==> src/rtl/apb_master_arbiter_if.sv <==
// ---------------------------------------------------------------------------
// apb_master_arbiter_if
//   Bundles the two requester ports and the shared APB bus of the
//   apb_master_arbiter.
//
//   Requester handshake (req/done): a requester raises reqN with addrN,
//   wdataN, writeN and selN stable, and holds them until doneN pulses.
//   errN and rdataN are valid in the doneN cycle. The requester must drop
//   reqN in that same done cycle; it may raise it again one cycle later.
//
//   Modports:
//     master : arbiter view (drives done/err/rdata and the APB request side)
//     slave  : environment view (requesters plus APB slave)
// ---------------------------------------------------------------------------
interface apb_master_arbiter_if #(
  parameter int ADDR_W = 32,
  parameter int DATA_W = 32
);
  // requester port 0
  logic              req0;
  logic [ADDR_W-1:0] addr0;
  logic [DATA_W-1:0] wdata0;
  logic              write0;
  logic [2:0]        sel0;
  logic              done0;
  logic              err0;
  logic [DATA_W-1:0] rdata0;
  // requester port 1
  logic              req1;
  logic [ADDR_W-1:0] addr1;
  logic [DATA_W-1:0] wdata1;
  logic              write1;
  logic [2:0]        sel1;
  logic              done1;
  logic              err1;
  logic [DATA_W-1:0] rdata1;
  // APB bus
  logic [2:0]        Pselx;
  logic [ADDR_W-1:0] Paddr;
  logic              Pwrite;
  logic [DATA_W-1:0] Pwdata;
  logic              Penable;
  logic              Pready;
  logic [DATA_W-1:0] Prdata;
  logic              Pslverr;

  modport master (
    input  req0, addr0, wdata0, write0, sel0,
    input  req1, addr1, wdata1, write1, sel1,
    output done0, err0, rdata0,
    output done1, err1, rdata1,
    output Pselx, Paddr, Pwrite, Pwdata, Penable,
    input  Pready, Prdata, Pslverr
  );

  modport slave (
    output req0, addr0, wdata0, write0, sel0,
    output req1, addr1, wdata1, write1, sel1,
    input  done0, err0, rdata0,
    input  done1, err1, rdata1,
    input  Pselx, Paddr, Pwrite, Pwdata, Penable,
    output Pready, Prdata, Pslverr
  );
endinterface

==> src/rtl/apb_master_arbiter.sv <==
// ---------------------------------------------------------------------------
// apb_master_arbiter
//   Two-requester round-robin arbiter and APB transfer sequencer. One
//   transfer at a time is granted, driven through APB SETUP/ACCESS, and
//   answered with a one-cycle done/err pulse plus read data to the winner.
//   Handles Pready wait states, a hung-slave timeout, Pslverr and
//   non-one-hot slave selects. All outputs are registered.
//
//   Ports:
//     Hclk     : clock, everything on the rising edge
//     Hresetn  : synchronous active-low reset
//     bus      : requester ports + APB bus (apb_master_arbiter_if.master)
//     o_state  : current FSM state (0=IDLE, 1=SETUP, 2=ACCESS) for debug
// ---------------------------------------------------------------------------
module apb_master_arbiter #(
  parameter int ADDR_W  = 32,
  parameter int DATA_W  = 32,
  parameter int TIMEOUT = 16
) (
  input  logic                    Hclk,
  input  logic                    Hresetn,
  apb_master_arbiter_if.master    bus,
  output logic [1:0]              o_state
);

  localparam int CW = $clog2(TIMEOUT + 1);

  typedef enum logic [1:0] {
    S_IDLE   = 2'd0,
    S_SETUP  = 2'd1,
    S_ACCESS = 2'd2
  } state_t;

  state_t            r_state;
  state_t            w_state_nxt;

  logic [2:0]        r_psel;
  logic [ADDR_W-1:0] r_paddr;
  logic              r_pwrite;
  logic [DATA_W-1:0] r_pwdata;
  logic              r_penable;
  logic              r_done0, r_done1;
  logic              r_err0, r_err1;
  logic [DATA_W-1:0] r_rdata0, r_rdata1;
  logic [CW-1:0]     r_cnt;
  logic              r_last;   // last granted port
  logic              r_gnt;    // port owning the transfer in flight

  logic [2:0]        w_psel_nxt;
  logic [ADDR_W-1:0] w_paddr_nxt;
  logic              w_pwrite_nxt;
  logic [DATA_W-1:0] w_pwdata_nxt;
  logic              w_penable_nxt;
  logic [CW-1:0]     w_cnt_nxt;
  logic              w_last_nxt;
  logic              w_gnt_nxt;

  // completion event for the next cycle (shared by all termination paths)
  logic              w_fin;
  logic              w_fin_p;
  logic              w_fin_err;
  logic [DATA_W-1:0] w_fin_rdata;

  // arbitration
  logic              w_elig0, w_elig1, w_any, w_win1;
  logic [2:0]        w_sel;
  logic              w_sel_ok;
  logic [CW-1:0]     w_cnt_inc;
  logic              w_timeout;

  // A port in its done cycle is still showing req (it drops it this cycle),
  // so it is masked out to avoid a spurious second grant.
  assign w_elig0 = bus.req0 & ~r_done0;
  assign w_elig1 = bus.req1 & ~r_done1;
  assign w_any   = w_elig0 | w_elig1;
  // Port 1 wins when it is the only one, or on a tie when port 0 went last.
  assign w_win1  = w_elig1 & (~w_elig0 | ~r_last);
  assign w_sel   = w_win1 ? bus.sel1 : bus.sel0;
  assign w_sel_ok = (w_sel != 3'd0) && ((w_sel & (w_sel - 3'd1)) == 3'd0);

  assign w_cnt_inc = r_cnt + CW'(1);
  assign w_timeout = (w_cnt_inc == CW'(TIMEOUT));

  // ---------------- state register ----------------
  always_ff @(posedge Hclk) begin
    if (!Hresetn) r_state <= S_IDLE;
    else          r_state <= w_state_nxt;
  end

  // ---------------- next-state logic ----------------
  always_comb begin
    w_state_nxt = r_state;
    case (r_state)
      S_IDLE:   if (w_any && w_sel_ok)             w_state_nxt = S_SETUP;
      S_SETUP:                                     w_state_nxt = S_ACCESS;
      S_ACCESS: if (bus.Pready || w_timeout)       w_state_nxt = S_IDLE;
      default:                                     w_state_nxt = S_IDLE;
    endcase
  end

  // ---------------- output / datapath next values ----------------
  always_comb begin
    w_psel_nxt    = r_psel;
    w_paddr_nxt   = r_paddr;
    w_pwrite_nxt  = r_pwrite;
    w_pwdata_nxt  = r_pwdata;
    w_penable_nxt = r_penable;
    w_cnt_nxt     = r_cnt;
    w_last_nxt    = r_last;
    w_gnt_nxt     = r_gnt;
    w_fin         = 1'b0;
    w_fin_p       = r_gnt;
    w_fin_err     = 1'b0;
    w_fin_rdata   = '0;
    case (r_state)
      S_IDLE: begin
        if (w_any) begin
          w_last_nxt = w_win1;
          w_gnt_nxt  = w_win1;
          if (w_sel_ok) begin
            w_psel_nxt    = w_sel;
            w_paddr_nxt   = w_win1 ? bus.addr1  : bus.addr0;
            w_pwdata_nxt  = w_win1 ? bus.wdata1 : bus.wdata0;
            w_pwrite_nxt  = w_win1 ? bus.write1 : bus.write0;
            w_penable_nxt = 1'b0;
            w_cnt_nxt     = '0;
          end else begin
            // bad select: answer with an error, APB stays untouched
            w_fin       = 1'b1;
            w_fin_p     = w_win1;
            w_fin_err   = 1'b1;
            w_fin_rdata = '0;
          end
        end
      end
      S_SETUP: begin
        w_penable_nxt = 1'b1;
      end
      S_ACCESS: begin
        if (bus.Pready) begin
          w_psel_nxt    = 3'd0;
          w_penable_nxt = 1'b0;
          w_fin         = 1'b1;
          w_fin_err     = bus.Pslverr;
          w_fin_rdata   = r_pwrite ? '0 : bus.Prdata;
        end else if (w_timeout) begin
          w_psel_nxt    = 3'd0;
          w_penable_nxt = 1'b0;
          w_fin         = 1'b1;
          w_fin_err     = 1'b1;
          w_fin_rdata   = '0;
        end else begin
          w_cnt_nxt = w_cnt_inc;
        end
      end
      default: begin
        w_psel_nxt    = 3'd0;
        w_penable_nxt = 1'b0;
      end
    endcase
  end

  // ---------------- output registers ----------------
  always_ff @(posedge Hclk) begin
    if (!Hresetn) begin
      r_psel    <= 3'd0;
      r_paddr   <= '0;
      r_pwrite  <= 1'b0;
      r_pwdata  <= '0;
      r_penable <= 1'b0;
      r_done0   <= 1'b0;
      r_done1   <= 1'b0;
      r_err0    <= 1'b0;
      r_err1    <= 1'b0;
      r_rdata0  <= '0;
      r_rdata1  <= '0;
      r_cnt     <= '0;
      r_last    <= 1'b1;  // port 0 wins the first tie
      r_gnt     <= 1'b0;
    end else begin
      r_psel    <= w_psel_nxt;
      r_paddr   <= w_paddr_nxt;
      r_pwrite  <= w_pwrite_nxt;
      r_pwdata  <= w_pwdata_nxt;
      r_penable <= w_penable_nxt;
      r_cnt     <= w_cnt_nxt;
      r_last    <= w_last_nxt;
      r_gnt     <= w_gnt_nxt;
      r_done0   <= w_fin & ~w_fin_p;
      r_done1   <= w_fin &  w_fin_p;
      r_err0    <= w_fin & ~w_fin_p & w_fin_err;
      r_err1    <= w_fin &  w_fin_p & w_fin_err;
      if (w_fin && !w_fin_p) r_rdata0 <= w_fin_rdata;
      if (w_fin &&  w_fin_p) r_rdata1 <= w_fin_rdata;
    end
  end

  assign bus.Pselx   = r_psel;
  assign bus.Paddr   = r_paddr;
  assign bus.Pwrite  = r_pwrite;
  assign bus.Pwdata  = r_pwdata;
  assign bus.Penable = r_penable;
  assign bus.done0   = r_done0;
  assign bus.done1   = r_done1;
  assign bus.err0    = r_err0;
  assign bus.err1    = r_err1;
  assign bus.rdata0  = r_rdata0;
  assign bus.rdata1  = r_rdata1;
  assign o_state     = r_state;

endmodule

==> src/flat_wrapper.sv <==
// flat-port wrapper written by rule: the top's interface ports become plain ports
module apb_master_arbiter_flat 
#(
  parameter int ADDR_W  = 32,
  parameter int DATA_W  = 32,
  parameter int TIMEOUT = 16
)
  (Hclk, Hresetn, o_state, bus_req0, bus_addr0, bus_wdata0, bus_write0, bus_sel0, bus_req1, bus_addr1, bus_wdata1, bus_write1, bus_sel1, bus_done0, bus_err0, bus_rdata0, bus_done1, bus_err1, bus_rdata1, bus_Pselx, bus_Paddr, bus_Pwrite, bus_Pwdata, bus_Penable, bus_Pready, bus_Prdata, bus_Pslverr);
  apb_master_arbiter_if #(.ADDR_W(ADDR_W), .DATA_W(DATA_W)) bus_i ();
  input  logic Hclk;
  input  logic Hresetn;
  output logic [1:0] o_state;
  input wire logic [$bits(bus_i.req0)-1:0] bus_req0;
  input wire logic [$bits(bus_i.addr0)-1:0] bus_addr0;
  input wire logic [$bits(bus_i.wdata0)-1:0] bus_wdata0;
  input wire logic [$bits(bus_i.write0)-1:0] bus_write0;
  input wire logic [$bits(bus_i.sel0)-1:0] bus_sel0;
  input wire logic [$bits(bus_i.req1)-1:0] bus_req1;
  input wire logic [$bits(bus_i.addr1)-1:0] bus_addr1;
  input wire logic [$bits(bus_i.wdata1)-1:0] bus_wdata1;
  input wire logic [$bits(bus_i.write1)-1:0] bus_write1;
  input wire logic [$bits(bus_i.sel1)-1:0] bus_sel1;
  output wire logic [$bits(bus_i.done0)-1:0] bus_done0;
  output wire logic [$bits(bus_i.err0)-1:0] bus_err0;
  output wire logic [$bits(bus_i.rdata0)-1:0] bus_rdata0;
  output wire logic [$bits(bus_i.done1)-1:0] bus_done1;
  output wire logic [$bits(bus_i.err1)-1:0] bus_err1;
  output wire logic [$bits(bus_i.rdata1)-1:0] bus_rdata1;
  output wire logic [$bits(bus_i.Pselx)-1:0] bus_Pselx;
  output wire logic [$bits(bus_i.Paddr)-1:0] bus_Paddr;
  output wire logic [$bits(bus_i.Pwrite)-1:0] bus_Pwrite;
  output wire logic [$bits(bus_i.Pwdata)-1:0] bus_Pwdata;
  output wire logic [$bits(bus_i.Penable)-1:0] bus_Penable;
  input wire logic [$bits(bus_i.Pready)-1:0] bus_Pready;
  input wire logic [$bits(bus_i.Prdata)-1:0] bus_Prdata;
  input wire logic [$bits(bus_i.Pslverr)-1:0] bus_Pslverr;
  assign bus_i.req0 = bus_req0;
  assign bus_i.addr0 = bus_addr0;
  assign bus_i.wdata0 = bus_wdata0;
  assign bus_i.write0 = bus_write0;
  assign bus_i.sel0 = bus_sel0;
  assign bus_i.req1 = bus_req1;
  assign bus_i.addr1 = bus_addr1;
  assign bus_i.wdata1 = bus_wdata1;
  assign bus_i.write1 = bus_write1;
  assign bus_i.sel1 = bus_sel1;
  assign bus_done0 = bus_i.done0;
  assign bus_err0 = bus_i.err0;
  assign bus_rdata0 = bus_i.rdata0;
  assign bus_done1 = bus_i.done1;
  assign bus_err1 = bus_i.err1;
  assign bus_rdata1 = bus_i.rdata1;
  assign bus_Pselx = bus_i.Pselx;
  assign bus_Paddr = bus_i.Paddr;
  assign bus_Pwrite = bus_i.Pwrite;
  assign bus_Pwdata = bus_i.Pwdata;
  assign bus_Penable = bus_i.Penable;
  assign bus_i.Pready = bus_Pready;
  assign bus_i.Prdata = bus_Prdata;
  assign bus_i.Pslverr = bus_Pslverr;
  apb_master_arbiter #(.ADDR_W(ADDR_W), .DATA_W(DATA_W), .TIMEOUT(TIMEOUT)) u_core (.Hclk(Hclk), .Hresetn(Hresetn), .bus(bus_i), .o_state(o_state));
endmodule
==> config.mk <==
export PLATFORM = sky130hd
export DESIGN_NAME = apb_master_arbiter_flat
export DESIGN_NICKNAME = d
export VERILOG_FILES = /design/src/rtl/apb_master_arbiter_if.sv /design/src/rtl/apb_master_arbiter.sv /design/src/flat_wrapper.sv
export SDC_FILE = /design/constraint.sdc
export NUM_CORES = 1
export LEC_CHECK = 0
export BUFFER_PORTS_ARGS = -buffer_cell sky130_fd_sc_hd__buf_2
export CORE_AREA = 2 2 120 122
export CTS_BUF_LIST = sky130_fd_sc_hd__clkbuf_4
export DETAILED_ROUTE_END_ITERATION = 12
export DIE_AREA = 0 0 122 124
export GPL_ROUTABILITY_DRIVEN = 1
export GPL_TIMING_DRIVEN = 0
export PLACE_DENSITY = 0.91
export SYNTH_ARGS = -nofsm -noshare
export SYNTH_HDL_FRONTEND = slang
export SYNTH_SLANG_ARGS = --single-unit
==> constraint.sdc <==
create_clock -name Hclk -period 3.1 [get_ports Hclk]
set_clock_uncertainty 0.15 [all_clocks]
set_input_delay 0.62 -clock Hclk [delete_from_list [all_inputs] [get_ports Hclk]]
set_output_delay 0.62 -clock Hclk [all_outputs]
set_load 0.01 [all_outputs]
==> run_results.csv <==
group,metric,value,unit
timing,slew_viol_final,0,
grt,grt_antenna_before_repair,1,
timing,finalCriticalPeriod,2580,ps
cells_and_area,final_nets,1234,
grt,grt_max_degree,17,
detailed_routing,ant_nets,0,
detailed_routing,drcViolationCount,0,
logic_synthesis,synthTopCellsByCount,"235 x nand2_1, 146 x dfxtp_1, 72 x nor2_1",
worst_setup_path,cp_max_fo,10,
timing,fmax,387,MHz
logic_synthesis,synth_flop_cell,"dfxtp_1",
timing,finalCritPeriodShare,0.834,
grt,grt_pass1_wl,31100,um
pwr,combPwrFrac,0.327,
die,fp.dieW,122,um
cells_and_area,syn_to_final_growth,31.7,%
detailed_routing,dr.pass1.iters,5,
flow_run,maxCapViolations,0,
clocking,cts-root-buf,"clkbuf_4",
clocking,numClockSinks,146,
timing,rsz0062_at_grt,"no",
placement,place_congestion,0.843,
detailed_routing,drtIter0Drc,355,
die,initial_utilization,0.486,
clocking,clock_latency,540,ps
logic_synthesis,syn-mean-instance-area,9.15,sq um
logic_synthesis,synth-seq-cells,146,
pwr,pwr_density_cell,607,mW/mm^2
logic_synthesis,synth-simple-area-share,0.217,
grt,grt_pass1_vias,6379,
logic_synthesis,seq_area_frac_synth,0.438,
clocking,cts_tree,"built",
worst_setup_path,arrival,2890,ps
cells_and_area,multi_input_area,0.00340,sq mm
logic_synthesis,yosysWarnings,0,
hold_path,min_path_cells,3,
logic_synthesis,synth_compound_area_frac,0.190,
logic_synthesis,synth_cell_types,46,
grt,grt_overflow,0,
run_status,status,"completed",
placement,port_buffers,311,
pwr,ir_drop,0.347,mV
logic_synthesis,synthAdderAreaFrac,0.00188,
logic_synthesis,ys_async_sr_fraction,0,
clocking,ctsHtreeMaxLevel,4,
worst_setup_path,worst_path_most_repeated_cell,"clkbuf_1",
logic_synthesis,synth_area,0.00667,sq mm
die,rows,43,
worst_setup_path,max_stage_delay,470,ps
logic_synthesis,yosysTopAreaCellShare,0.438,
timing,tns,0,ps
timing,slew_headroom,0.507,
logic_synthesis,synthCells,729,
placement,placed_area,0.00845,sq mm
grt,track_usage,0.265,
worst_setup_path,path_class,"reg2reg",
pwr,p_leak,0.00418,uW
die,ios,313,
clocking,clk_pin_slew,130,ps
cells_and_area,fin_area,0.00878,sq mm
clocking,post_cts_buffers,0,
clocking,cts_hold_buf,0,
worst_setup_path,slowest_stage,"clkbuf_1",
worst_setup_path,crit_chain,"nand2b_1, nor2_1, clkbuf_1, clkbuf_1, nand2_1, a311oi_2",
logic_synthesis,yosysTopAreaCell,"dfxtp_1",
pwr,clkPwrFrac,0.262,
die,die_h,124,um
pwr,internal_power,3510,uW
detailed_routing,viasPerCell,5.35,
worst_setup_path,startpoint_type,"flop",
timing,max_slew.worst_pin.slew,739,ps
worst_setup_path,crit_path_end_kind,"flop",
cells_and_area,seq_area,0.00292,sq mm
logic_synthesis,syn_nets,904,
pwr,p_sw_frac,0.340,
worst_setup_path,cp.required,3410,ps
die,coreArea,0.0137,sq mm
hold_path,hold_class,"in2reg",
die,dieArea,0.0151,sq mm
clocking,clockBufferDepth,2,
pwr,pwr-share-seq,0.411,
clocking,cts_buffers,17,
detailed_routing,vias,6696,
detailed_routing,avgRoutedWirePerCell,16.6,um
timing,fin_hold_ws,196,ps
logic_synthesis,yosysMostFrequentCell,"nand2_1",
placement,hpwl,16200,um
detailed_routing,wl,20800,um
logic_synthesis,yosys-top-cells-area,"dfxtp_1 44%, a311oi_2 15%, nand2_1 13%",
timing,finalHoldViolCount,0,
logic_synthesis,synth_top_family_by_area,"simple AND/OR/NAND/NOR gates",
clocking,cts_resized,0,
cells_and_area,layout-drive-gt1-share,0.403,
worst_setup_path,rr_worst_depth,6,
timing,setup_viol_count_final,0,
logic_synthesis,synth_xor_area_frac,0.00263,
pwr,p_switching,1810,uW
cells_and_area,nFillCells,1131,
logic_synthesis,synth-edff-count,0,
logic_synthesis,muxShareOfSynthArea,0.0991,
area by class of cell:
type                       instances  share of cell area
antenna                            1            0.000285
buffer                            57              0.0386
clock buffer                      18              0.0154
clock inverter                    13              0.0218
inverter                           1            0.000428
multi-input combinational        525               0.388
sequential                       146               0.333
tap                              180              0.0257
timing repair buffer             311               0.177
placed cells by master (no fill, tap or decap), types with 10 or more instances in the layout:
cell type,n
a311oi_2,65
nand2_1,235
buf_2,312
a21oi_1,10
nand3_1,14
buf_6,13
clkbuf_4,18
dfxtp_1,146
nor2_1,72
clkbuf_1,36
mux2i_1,66
power groups by stage:
| stage | logic [uW] | registers, uW | clock network, uW |
|---|---|---|---|
| CTS | 1750 | 2190 | 1420 |
| global route | 1880 | 2210 | 1500 |
| finish | 1740 | 2190 | 1400 |
| global placement | 1710 | 2220 | 0 |
| floorplan | 1080 | 2310 | 0 |
| detailed placement | 1740 | 2220 | 0 |
sequential cells by signal, indices dropped and copies added (netlist names), 2 cells and up:
register           cells
u_core.bus.Pwdata     32
u_core.bus.rdata0     32
u_core.bus.rdata1     32
u_core.r_cnt           5
u_core.bus.Pselx       3
u_core.o_state         2
u_core.bus.Paddr      32
stage by stage:
stage / total power [uW] / worst slack [ps] / std cells / utilization
final: 5330 / 516 / 1252 / 0.640
after global routing: 5590 / 312 / 1252 / 0.640
after CTS: 5350 / 495 / 1251 / 0.640
after detailed placement: 3970 / 191 / 1220 / 0.616
after global placement: 3930 / 253 / 1220 / 0.616
after floorplan: 3390 / 717 / 729 / -
worst paths after layout:
check                                to  slack, ps                  start
setup / recovery    u_core.bus.Paddr[2]        520       u_core.bus.done1
hold reg to reg   u_core.bus.rdata1[23]        310  u_core.bus.rdata1[23]
setup reg to reg    u_core.bus.Paddr[2]        520       u_core.bus.done1
hold / removal    u_core.bus.rdata1[11]        200         bus_Prdata[11]
critical path: cells and delay by family, from the launching register on:
| kind | cells | cell delay (ps) |
|---|---|---|
| buffers and inverters | 2 | 930 |
| AND/OR/NAND/NOR | 3 | 830 |
| AO/OA/AOI/OAI | 1 | 270 |
| flip-flops | 1 | 340 |
cells by family (layout without fill, tap and decap cells):
logic type	after synthesis	count (layout)
mux	66	66
xor+xnor	2	2
fa+ha+maj	1	1
other cells	0	1
simple gates	351	351
flops	146	146
buf+inv	58	400
compound gates	105	105
metal layers:
| layer | global-route usage | wire (um) | vias up |
|---|---|---|---|
| met2 | 0.484 | 10600 | 325 |
| met4 | 0.101 | 435 | 0 |
| met5 | 0 | 0 | - |
| met3 | 0.0829 | 1750 | 38 |
| met1 | 0.285 | 7970 | 3126 |
| li1 | - | - | 3207 |
(Power assumes the default switching activity.)
